`config.mk`:
```
export PLATFORM = sky130hd
export DESIGN_NAME = satd_row_sequencer
export DESIGN_NICKNAME = d
export VERILOG_FILES = /design/src/rtl/satd_pkg.sv /design/src/rtl/satd_row_queue.sv /design/src/rtl/satd_row_sequencer.sv
export SDC_FILE = /design/constraint.sdc
export NUM_CORES = 1
export LEC_CHECK = 0
export ABC_AREA = 1
export CAP_MARGIN = 5
export CORE_MARGIN = 2
export CORE_UTILIZATION = 40
export DETAILED_ROUTE_END_ITERATION = 10
export DONT_BUFFER_PORTS = 1
export PLACE_DENSITY = 0.64
export SLEW_MARGIN = 15
export SYNTH_ARGS = -nofsm -noshare
export SYNTH_HDL_FRONTEND = slang
export SYNTH_SLANG_ARGS = --single-unit
```
`constraint.sdc`:
```
create_clock -name clk -period 36.3 [get_ports clk]
set_clock_uncertainty 0.2 [all_clocks]
set_input_delay 1.815 -clock clk [delete_from_list [all_inputs] [get_ports clk]]
set_output_delay 1.815 -clock clk [all_outputs]
set_load 0.02 [all_outputs]
```
`src/rtl/satd_pkg.sv`:
```
// Shared constants and types for the SATD row/differences/Hadamard chain.
// Holds datapath defaults, the row queue depth and the sequencer state encoding.
package satd_pkg;

  localparam int DEF_WIDTH      = 8;
  localparam int DEF_NUM_INPUTS = 8;
  localparam int DEF_ROWS       = 8;
  localparam int DEF_ADDR_W     = 10;
  localparam int QUEUE_DEPTH    = 3;

  typedef enum logic [1:0] {
    IDLE,
    ISSUE,
    DRAIN,
    DONE
  } seq_state_t;

  // Queue pointers count modulo QUEUE_DEPTH, which is not a power of two.
  function automatic logic [1:0] qptr_next(input logic [1:0] ptr);
    return (ptr == 2'(QUEUE_DEPTH - 1)) ? 2'd0 : ptr + 2'd1;
  endfunction

endpackage

```
`src/rtl/satd_row_queue.sv`:
```
// Small FIFO holding captured {row index, ORG row, CUR row} entries.
// The head entry is presented directly; it only changes when popped.
module satd_row_queue
  import satd_pkg::*;
#(
  parameter int DATA_W = DEF_WIDTH * DEF_NUM_INPUTS,
  parameter int IDX_W  = 3
) (
  input  logic              clk,
  input  logic              rst,
  input  logic              push,
  input  logic [IDX_W-1:0]  push_idx,
  input  logic [DATA_W-1:0] push_org,
  input  logic [DATA_W-1:0] push_cur,
  input  logic              pop,
  output logic [1:0]        occ,
  output logic [IDX_W-1:0]  head_idx,
  output logic [DATA_W-1:0] head_org,
  output logic [DATA_W-1:0] head_cur
);

  logic [IDX_W-1:0]  idx_mem [QUEUE_DEPTH];
  logic [DATA_W-1:0] org_mem [QUEUE_DEPTH];
  logic [DATA_W-1:0] cur_mem [QUEUE_DEPTH];
  logic [1:0]        wr_ptr;
  logic [1:0]        rd_ptr;
  logic              pop_ok;

  assign pop_ok   = pop && (occ != 2'd0);
  assign head_idx = idx_mem[rd_ptr];
  assign head_org = org_mem[rd_ptr];
  assign head_cur = cur_mem[rd_ptr];

  always_ff @(posedge clk or posedge rst) begin
    if (rst) begin
      // NOTE: storage is reset because the head is visible on the outputs and must read 0 out of reset; it is only three entries.
      for (int i = 0; i < QUEUE_DEPTH; i++) begin
        idx_mem[i] <= '0;
        org_mem[i] <= '0;
        cur_mem[i] <= '0;
      end
      wr_ptr <= 2'd0;
      rd_ptr <= 2'd0;
      occ    <= 2'd0;
    end else begin
      if (push) begin
        idx_mem[wr_ptr] <= push_idx;
        org_mem[wr_ptr] <= push_org;
        cur_mem[wr_ptr] <= push_cur;
        wr_ptr          <= qptr_next(wr_ptr);
      end
      if (pop_ok) begin
        rd_ptr <= qptr_next(rd_ptr);
      end
      // Simultaneous push and pop leaves the occupancy unchanged.
      unique case ({push, pop_ok})
        2'b10:   occ <= occ + 2'd1;
        2'b01:   occ <= occ - 2'd1;
        default: occ <= occ;
      endcase
    end
  end

endmodule

```
`src/rtl/satd_row_sequencer.sv`:
```
// Reads one block of ORG/CUR rows from the row buffer and streams them, tagged
// with index/first/last, to the differences stage under valid/ready.
module satd_row_sequencer
  import satd_pkg::*;
#(
  parameter int WIDTH      = DEF_WIDTH,
  parameter int NUM_INPUTS = DEF_NUM_INPUTS,
  parameter int ROWS       = DEF_ROWS,
  parameter int ADDR_W     = DEF_ADDR_W
) (
  input  logic                          clk,
  input  logic                          rst,
  input  logic                          start,
  input  logic [ADDR_W-1:0]             blk_base,
  output logic                          rd_en,
  output logic [ADDR_W-1:0]             rd_addr,
  input  logic [WIDTH*NUM_INPUTS-1:0]   rd_org,
  input  logic [WIDTH*NUM_INPUTS-1:0]   rd_cur,
  output logic [WIDTH*NUM_INPUTS-1:0]   org_row,
  output logic [WIDTH*NUM_INPUTS-1:0]   cur_row,
  output logic                          row_valid,
  input  logic                          row_ready,
  output logic [$clog2(ROWS)-1:0]       row_idx,
  output logic                          first_row,
  output logic                          last_row,
  output logic                          busy,
  output logic                          done
);

  localparam int ROW_W = WIDTH * NUM_INPUTS;
  localparam int IDX_W = $clog2(ROWS);

  seq_state_t        state;
  logic [ADDR_W-1:0] base_q;
  logic [IDX_W-1:0]  issue_cnt;
  logic [IDX_W-1:0]  inflight_idx;
  logic              inflight;
  logic [1:0]        occ;
  logic              pop;

  // Credit check uses registered counts only, so row_ready never reaches rd_en.
  assign rd_en     = (state == ISSUE) &&
                     ((3'(occ) + 3'(inflight)) < 3'(QUEUE_DEPTH));
  assign rd_addr   = base_q + ADDR_W'(issue_cnt);
  assign row_valid = (occ != 2'd0);
  assign pop       = row_valid && row_ready;
  assign first_row = row_valid && (row_idx == '0);
  assign last_row  = row_valid && (row_idx == IDX_W'(ROWS - 1));
  assign busy      = (state != IDLE);
  assign done      = (state == DONE);

  always_ff @(posedge clk or posedge rst) begin
    if (rst) begin
      state        <= IDLE;
      base_q       <= '0;
      issue_cnt    <= '0;
      inflight     <= 1'b0;
      inflight_idx <= '0;
    end else begin
      // NOTE: non-blocking assignments so every register samples pre-edge values regardless of statement order.
      inflight <= rd_en;
      if (rd_en) begin
        inflight_idx <= issue_cnt;
      end
      unique case (state)
        IDLE: begin
          if (start) begin
            state     <= ISSUE;
            base_q    <= blk_base;
            issue_cnt <= '0;
          end
        end
        ISSUE: begin
          if (rd_en) begin
            issue_cnt <= issue_cnt + 1'b1;
            if (issue_cnt == IDX_W'(ROWS - 1)) begin
              state <= DRAIN;
            end
          end
        end
        DRAIN: begin
          if (pop && last_row) begin
            state <= DONE;
          end
        end
        DONE:    state <= IDLE;
        default: state <= IDLE;
      endcase
    end
  end

  // Read data returns one cycle after rd_en; inflight marks that cycle.
  satd_row_queue #(
    .DATA_W (ROW_W),
    .IDX_W  (IDX_W)
  ) u_queue (
    .clk      (clk),
    .rst      (rst),
    .push     (inflight),
    .push_idx (inflight_idx),
    .push_org (rd_org),
    .push_cur (rd_cur),
    .pop      (pop),
    .occ      (occ),
    .head_idx (row_idx),
    .head_org (org_row),
    .head_cur (cur_row)
  );

endmodule
```
==> flow_summary.toml, run 1 <==
[global_routing]
grt_usage = 0.200
antenna_found_initial = 1
grt_pass1_vias = 13886
grt_pass1_wl_mm = 76.1
grt_overflow_total = 0
grt_max_degree = 128

[yosys]
yosysSeqAreaShare = 0.578
ys_ff_latch = 418
syn_area_um2 = 18100
synth.avg_cell_area_um2 = 8.51
synth_nets = 2282
syn_inst = 2126
synth.distinct_cells = 24
synth.yosys.warnings = 0

[layout]
final_common_cell = "nand2_1"
area_growth_pct = 10.2
finalNetCount = 2203
drive_gt1_frac = 0.0514
final_util = 0.449
fin_area_um2 = 19900
final_cell_mix = "nand2_1, dfrtp_1, o21ai_0"

[route]
drc = 0
vias = 14156
drtIter0Drc = 1450
drtPass1Iterations = 6
drt-total-wl_mm = 47.1
ant_nets = 0
wire_per_inst_um = 17.6
post_drt_via_cell_ratio = 5.29

[worst_hold_path]
min_from = "u_queue.org_mem[12]"
hold_path_depth = 2
hp-class = "flop to flop"
holdPathEnd = "u_queue.org_mem[12]"

[floorplanning]
initial_core_util = 0.407
pin_count = 289
die_w_um = 217
dieArea_um2 = 46900
core_um2 = 44400
rows = 77
fp.dieH_um = 217

[timing]
period_needed_ps = 5380
tightest_slew_ps = 1020
period_share = 0.148
hold_viol_final = 0
max_freq_mhz = 186
slew_headroom = 0.322
report.final.slew_viol_count = 0
fin_setup_tns_ps = 0
rsz0062_at_grt = "false"
setup_viol = 0

[setup_path]
r2r-start = "u_queue.rd_ptr[0]"
crit_arrival_ps = 3360
cp-start-kind = "flop"
critPathKind = "flop to output port"
ff2ff_path_depth = 5
path_max_fanout = 68
timing.rr.end = "u_queue.rd_ptr[0]"
reg2reg_slack_ps = 33360
required_ps = 34280
end_kind = "output port"

[power_and_ir_drop]
ir_worst_vdd_uv = 52.6
power.leakage_nw = 9.87
power_density_nw_per_um2 = 105
total_power_mw = 2.09

[clock_network]
cts_resized = 0
path_clk_slew_ps = 60
tritoncts = "done"
cts_sinks = 418
clk_latency_ps = 560
cts_max_level = 2
ctsHoldBuffers = 0
cts_made_buffers = 45
cts-root-buf = "clkbuf_16"
cts_setup_buffers = 0
cts_max_path_buffers = 3

[flow_run]
maxCapViolations = 0

[place]
placed_area_um2 = 18400
port_buffers = 0
dp_hpwl_mm = 29.3
gp_congestion = 0.905

[run_status]
status = "finished clean"
-- synth_stat cells (all sizes together) --
library cell | number | area (um^2)
nor4 | 1 | 6.26
nand3 | 273 | 1390
a21oi | 8 | 40.0
mux2 | 6 | 67.6
buf | 74 | 363
fa | 1 | 20.0
o21ai | 407 | 2040
ha | 13 | 163
or2 | 1 | 6.26
inv | 155 | 582
dfrtp | 418 | 10500
xor2 | 6 | 52.6
nand2 | 673 | 2530
clkbuf | 70 | 263
nor3 | 3 | 15.0
a21o | 1 | 7.51
nor2 | 12 | 60.1
xnor2 | 4 | 35.0
-- stage by stage --
| step | instances | setup WS (ps) | hold WS [ps] |
|---|---|---|---|
| after floorplan | 2126 | 22650 | 253 |
| after global placement | 2592 | 31580 | 265 |
| after detailed placement | 2592 | 31540 | 273 |
| after CTS | 2673 | 30910 | 287 |
| after global routing | 2674 | 30720 | 299 |
| final | 2674 | 30920 | 282 |
-- worst max-delay path, cell delays in order, from the launching register on --
cell and delay (ps):
dfrtp_4 710, nor2_4 210, buf_4 660, buf_4 660
nand2_1 130, nand3_1 240
-- cell type report --
type / count / area (um^2)
Tap cell: 592 / 741
Clock inverter: 14 / 206
Inverter: 155 / 592
Multi-Input combinational cell: 1409 / 6460
Sequential cell: 418 / 10500
Fill cell: 4266 / 24500
Timing Repair Buffer: 18 / 139
Clock buffer: 67 / 1330
Antenna cell: 1 / 2.50
-- power by group --
| part | internal [mW] | leakage [nW] | switching [mW] |
|---|---|---|---|
| logic | 0.204 | 4.03 | 0.566 |
| registers | 0.700 | 5.08 | 0.148 |
| clock network | 0.289 | 0.758 | 0.185 |
-- per-layer routing --
layer / track usage / vias up / wire length [um] / share of wire
li1: - / 6710 / - / -
met1: 0.271 / 6887 / 20500 / 0.43
met2: 0.303 / 477 / 21100 / 0.45
met3: 0.0618 / 82 / 4180 / 0.089
met4: 0.0753 / 0 / 1360 / 0.029
met5: 0 / - / 0 / 0
-- cell families (layout without fill, tap and decap cells) --
logic type                 Yosys count  after routing  share of synthesized area
and+or+nand+nor                    963            963                      0.221
adders and majority gates           14             14                     0.0101
buffers and inverters              299            254                     0.0667
AOI/OAI and AO/OA                  416            416                      0.115
muxes                                6              6                    0.00373
DFF                                418            418                      0.578
other                                0              1                          0
xor gates and xnor gates            10             10                    0.00484
-- worst max-delay path by stage --
stage / startpoint / cells after the start / endpoint
4_1_cts: u_queue.rd_ptr[0] / 5 / cur_row[11]
5_1_grt: u_queue.rd_ptr[0] / 5 / org_row[51]
3_3_place_gp: u_queue.rd_ptr[0] / 5 / first_row
6_report: u_queue.rd_ptr[0] / 5 / cur_row[11]
3_5_place_dp: rst / 3 / u_queue.cur_mem[172]
2_1_floorplan: rst / 1 / base_q[0]
-- sequential cells by signal, summed over array words and instances, names as in the netlist --
register	cells
u_queue.rd_ptr	2
inflight	1
issue_cnt	3
u_queue.org_mem	192
u_queue.cur_mem	192
base_q	10
u_queue.idx_mem	9
inflight_idx	3
u_queue.occ	2
state	2
u_queue.wr_ptr	2
Power figures use the tool's default switching activity.
==> inputs of run 2 (changes only) <==
==> constraint.sdc (replaced) <==
create_clock -name clk -period 4.96 [get_ports clk]
set_clock_uncertainty 0.2 [all_clocks]
set_input_delay 0.248 -clock clk [delete_from_list [all_inputs] [get_ports clk]]
set_output_delay 0.248 -clock clk [all_outputs]
set_load 0.02 [all_outputs]
==> run 2 against run 1 <==
Net effect:
- design area rose by 7.7%
- combinational power rose to 7.5 times the previous value
- critical path type is now flop to flop
- sequential cell count did not move
- die area did not move
- routed wire length rose by 0.43%
- sequential power rose to 7.3 times the previous value
- worst setup slack got worse by 30000 ps
- non-clock buffer count rose by 143
- clock-buffer cell count did not move
- register-to-register slack got worse by 32000 ps
- largest power group unchanged
==> flow_summary.toml, run 2 (same netlist as run 1, synthesis figures left out) <==
[timing]
hold_viol_final = 0
rsz0062_at_grt = "false"
max_freq_mhz = 249
period_needed_ps = 4010
report.final.slew_viol_count = 0
tightest_slew_ps = 1070
slew_headroom = 0.286
hold_ws_ps = 57.3
period_share = 0.809
setup_viol = 0

[setup_path]
startpoint = "u_queue.rd_ptr[0]"
r2r-start = "u_queue.rd_ptr[0]"
cp-start-kind = "flop"
crit_arrival_ps = 4310
path_depth = 12
crit_end = "state[1]"
end_kind = "flop"
cp_top_family = "buffers and inverters"
ff2ff_path_depth = 12
path_common_cell = "nand2_1"
timing.rr.end = "state[1]"
cpPeakStageDelay_ps = 790
cp_num_buf_inv = 3
reg2reg_slack_ps = 950
required_ps = 5250
slowest_stage = "dfrtp_4"
critPathKind = "flop to flop"
path_cells = "nor2_4 > buf_4 > nand2_1 > nand3_2 > nand2_1 > nor2_4 > nand2_1 > nand2_1 > nand3_1 > dlygate4sd3_1 > nand2_1 > dlygate4sd3_1"
path_max_fanout = 68

[place]
gp_congestion = 0.798
port_buffers = 0
dp_hpwl_mm = 27.5
placed_area_um2 = 18500

[route]
vias = 14680
drtIter0Drc = 1456
ant_nets = 0
drtPass1Iterations = 6
post_drt_via_cell_ratio = 5.21
drt-total-wl_mm = 47.3
wire_per_inst_um = 16.8
drc = 0

[global_routing]
grt_usage = 0.202
grt_pass1_wl_mm = 77.4
antenna_found_initial = 1
grt_max_degree = 181
grt_pass1_vias = 14818
grt_overflow_total = 0

[power_and_ir_drop]
power_density_nw_per_um2 = 724
power.leakage_nw = 10.5
ir_worst_vdd_uv = 405

[floorplanning]
dieArea_um2 = 46900
rows = 77
core_um2 = 44400
die_w_um = 217
fp.dieH_um = 217
pin_count = 289
initial_core_util = 0.407

[worst_hold_path]
hp-class = "primary input to flop"

[clock_network]
path_clk_slew_ps = 60
cts_max_path_buffers = 3
cts-root-buf = "clkbuf_16"
tritoncts = "done"
cts_sinks = 418
cts_made_buffers = 46
cts_max_level = 2
cts_resized = 0
clk_latency_ps = 560

[layout]
reg.largest.list = "u_queue.cur_mem (192), u_queue.org_mem (192), base_q (10)"
drive_gt1_frac = 0.0482
filler_cell_count = 4128
multiInputGateArea_um2 = 6460
area_growth_pct = 18.8
finalNetCount = 2347
fin_area_um2 = 21500
final_cell_mix = "nand2_1, dfrtp_1, o21ai_0"
final_common_cell = "nand2_1"
ff_latch_area_um2 = 10500
final_util = 0.484

[run_status]
status = "finished clean"

[flow_run]
maxCapViolations = 0
-- run 2: cell types whose count changed in the layout (fill, tap and decap cells not counted) --
cell,previous run,this run
dlygate4sd3_1,0,144
buf_12,0,6
buf_4,17,11
clkbuf_1,12,9
clkbuf_8,8,11
clkinv_2,6,3
clkinvlp_4,0,2
buf_6,1,0
bufinv_16,5,6
inv_6,2,1
inv_8,1,0
-- run 2: worst min-delay path by stage --
stage	from	cells after the start	to	slack [ps]
after floorplan	blk_base[0]	1	base_q[0]	200
after detailed placement	rst	1	u_queue.org_mem[183]	-160
final	start	2	base_q[1]	60
after global routing	start	2	base_q[7]	110
after CTS	start	2	base_q[7]	9
after global placement	rst	1	u_queue.org_mem[183]	-160
-- run 2: power by group --
group	switching, mW	internal, mW
combinational	4.18	1.60
clock	1.37	2.20
sequential	1.08	5.12
total	6.63	8.92
-- run 2: layer usage --
layer / GRT usage / vias to the layer above / wire length (um)
met4: 0.0742 / 0 / 1490
met3: 0.0535 / 104 / 3450
met5: 0 / - / 0
li1: - / 6992 / -
met1: 0.250 / 7092 / 19900
met2: 0.341 / 492 / 22500
-- run 2: per-stage QoR --
stage / power [mW] / cells / setup slack (ps) / setup TNS (ps)
2_1_floorplan: 10.5 / 2126 / -1130 / -470470
3_3_place_gp: 11.7 / 2591 / 1970 / 0
3_5_place_dp: 11.9 / 2591 / 1930 / 0
4_1_cts: 15.7 / 2814 / 942 / 0
5_1_grt: 16.7 / 2815 / 701 / 0
6_report: 15.6 / 2815 / 947 / 0
-- run 2: repair_timing --
item	in CTS	in global routing
setup endpoints to repair	0	0
hold buffers	144	0
hold endpoints to repair	651	0
setup buffers	0	0
-- run 2: cell type report --
type / count / share of cell area
Antenna cell: 1 / 0.000116
Clock buffer: 67 / 0.0634
Timing Repair Buffer: 161 / 0.0765
Inverter: 155 / 0.0274
Clock inverter: 12 / 0.0102
Multi-Input combinational cell: 1409 / 0.301
Tap cell: 592 / 0.0345
Sequential cell: 418 / 0.487
==> inputs of run 3 (changes only) <==
==> constraint.sdc (replaced) <==
create_clock -name clk -period 4 [get_ports clk]
set_clock_uncertainty 0.2 [all_clocks]
set_input_delay 0.2 -clock clk [delete_from_list [all_inputs] [get_ports clk]]
set_output_delay 0.2 -clock clk [all_outputs]
set_load 0.02 [all_outputs]
==> run 3 against run 2 <==
Net effect:
- hold slack gained 3.6 ps
- clock power grew 20%
- combinational power increased by 26%
- die area is the same
- critical path type unchanged
- sequential share of layout area shrank 0.39 points
- first-iteration DRC count rose by 12%
- largest power group unchanged
- clock-buffer cell count shrank 1
- power grew 24%
- register-to-register slack got worse by 440 ps
==> flow_summary.toml, run 3 (same netlist as run 1, synthesis figures left out) <==
[route]
drtPass1Iterations = 5
ant_nets = 0
drt-total-wl_mm = 47.4
drc = 0
post_drt_via_cell_ratio = 5.24
vias = 14861
wire_per_inst_um = 16.7
drtIter0Drc = 1630

[layout]
finalNetCount = 2366
drive_gt1_frac = 0.0539
final_cell_mix = "nand2_1, dfrtp_1, o21ai_0"
final_util = 0.488
fin_area_um2 = 21700
filler_cell_count = 4117
area_growth_pct = 19.7
final_common_cell = "nand2_1"
reg.largest.list = "u_queue.cur_mem (192), u_queue.org_mem (192), base_q (10)"
diodes = 0

[setup_path]
required_ps = 4240
cp_num_buf_inv = 3
critPathKind = "flop to flop"
slowest_stage = "dfrtp_4"
timing.rr.end = "state[1]"
path_common_cell = "nand2_1"
startpoint = "u_queue.rd_ptr[0]"
cp-start-kind = "flop"
crit_end = "state[1]"
end_kind = "flop"
ff2ff_path_depth = 11
path_max_fanout = 69
cpPeakStageDelay_ps = 1020
cp_top_family = "buffers and inverters"
path_cells = "inv_1 > nand3_1 > nand3_2 > nand2_1 > nor2_4 > nand2_1 > nand2_1 > nand3_1 > dlygate4sd3_1 > nand2_1 > dlygate4sd3_1"
path_depth = 11
crit_arrival_ps = 3730
r2r-start = "u_queue.rd_ptr[0]"
reg2reg_slack_ps = 510

[clock_network]
path_clk_slew_ps = 60
cts_max_level = 2
cts_sinks = 418
tritoncts = "done"
cts_max_path_buffers = 3
clk_latency_ps = 550
cts_setup_buffers = 0
cts-root-buf = "clkbuf_16"
cts_made_buffers = 44

[global_routing]
grt_pass1_vias = 14509
grt_pass1_wl_mm = 77.9
grt_overflow_total = 0
grt_max_degree = 128
grt_usage = 0.203
antenna_found_initial = 0

[timing]
fin_setup_tns_ps = 0
rsz0062_at_grt = "false"
hold_viol_final = 0
period_share = 0.873
period_needed_ps = 3490
tightest_slew_ps = 984
report.final.slew_viol_count = 0
hold_ws_ps = 60.9
max_freq_mhz = 286
setup_viol = 0
slew_headroom = 0.344

[flow_run]
maxCapViolations = 0

[floorplanning]
initial_core_util = 0.407
fp.dieH_um = 217
die_w_um = 217
rows = 77
pin_count = 289
core_um2 = 44400
dieArea_um2 = 46900

[place]
placed_area_um2 = 18600
gp_congestion = 0.819
port_buffers = 0
dp_hpwl_mm = 28.8

[run_status]
status = "finished clean"

[power_and_ir_drop]
power.leakage_nw = 10.6
ir_worst_vdd_uv = 445
power_density_nw_per_um2 = 890

[worst_hold_path]
hp-class = "primary input to asynchronous set/reset pin"
==> run 3: cell types whose count changed in the layout (fill, tap and decap cells not counted), moves of 2 or more <==
cell / previous run / this run
buf_12: 6 / 10
buf_4: 11 / 22
clkbuf_16: 47 / 45
clkinv_2: 3 / 6
dlygate4sd3_1: 144 / 150
==> run 3: cell type report <==
type                    count  area [um^2]  area share
multi-input cells        1409         6460       0.299
clock inverters            13          218      0.0101
well taps                 592          741      0.0342
flip-flops and latches    418        10500       0.483
clock buffers              66         1320      0.0607
inverters                 155          588      0.0272
repair buffers            182         1870      0.0862
==> run 3: report_power, final <==
part / switching, mW / leakage (nW) / internal, mW
clock: 1.64 / 0.754 / 2.65
sequential: 1.33 / 5.08 / 6.34
combinational: 5.20 / 4.77 / 2.10
==> run 3: routing by layer <==
metal  part of all wire  GRT usage  vias up
met2               0.47      0.329      589
met3              0.080     0.0494       80
met5                  0          0        -
met4              0.025     0.0646        0
met1               0.42      0.269     7161
li1                   -          -     7031
==> run 3: timing repair <==
| item | 4_1_cts | 5_1_grt |
|---|---|---|
| hold endpoints to repair | 472 | 0 |
| resized for setup | 0 | 0 |
| hold buffers | 150 | 0 |
==> run 3: how the worst min path moves through the flow <==
stage | startpoint | endpoint | slack [ps] | cells past startpoint
after CTS | rst | state[0] | 50 | 2
after floorplan | blk_base[0] | base_q[0] | 150 | 1
final | rst | state[0] | 60 | 2
after global routing | rst | state[0] | 110 | 2
after global placement | rst | state[0] | 50 | 1
after detailed placement | rst | state[0] | 40 | 1
==> run 3: stage by stage <==
stage | power, mW | instances | worst slack (ps)
after detailed placement | 14.9 | 2606 | 1350
final | 19.3 | 2835 | 507
after floorplan | 13.1 | 2126 | -2040
after global routing | 20.7 | 2835 | 289
after CTS | 19.4 | 2835 | 478
after global placement | 14.6 | 2606 | 1330
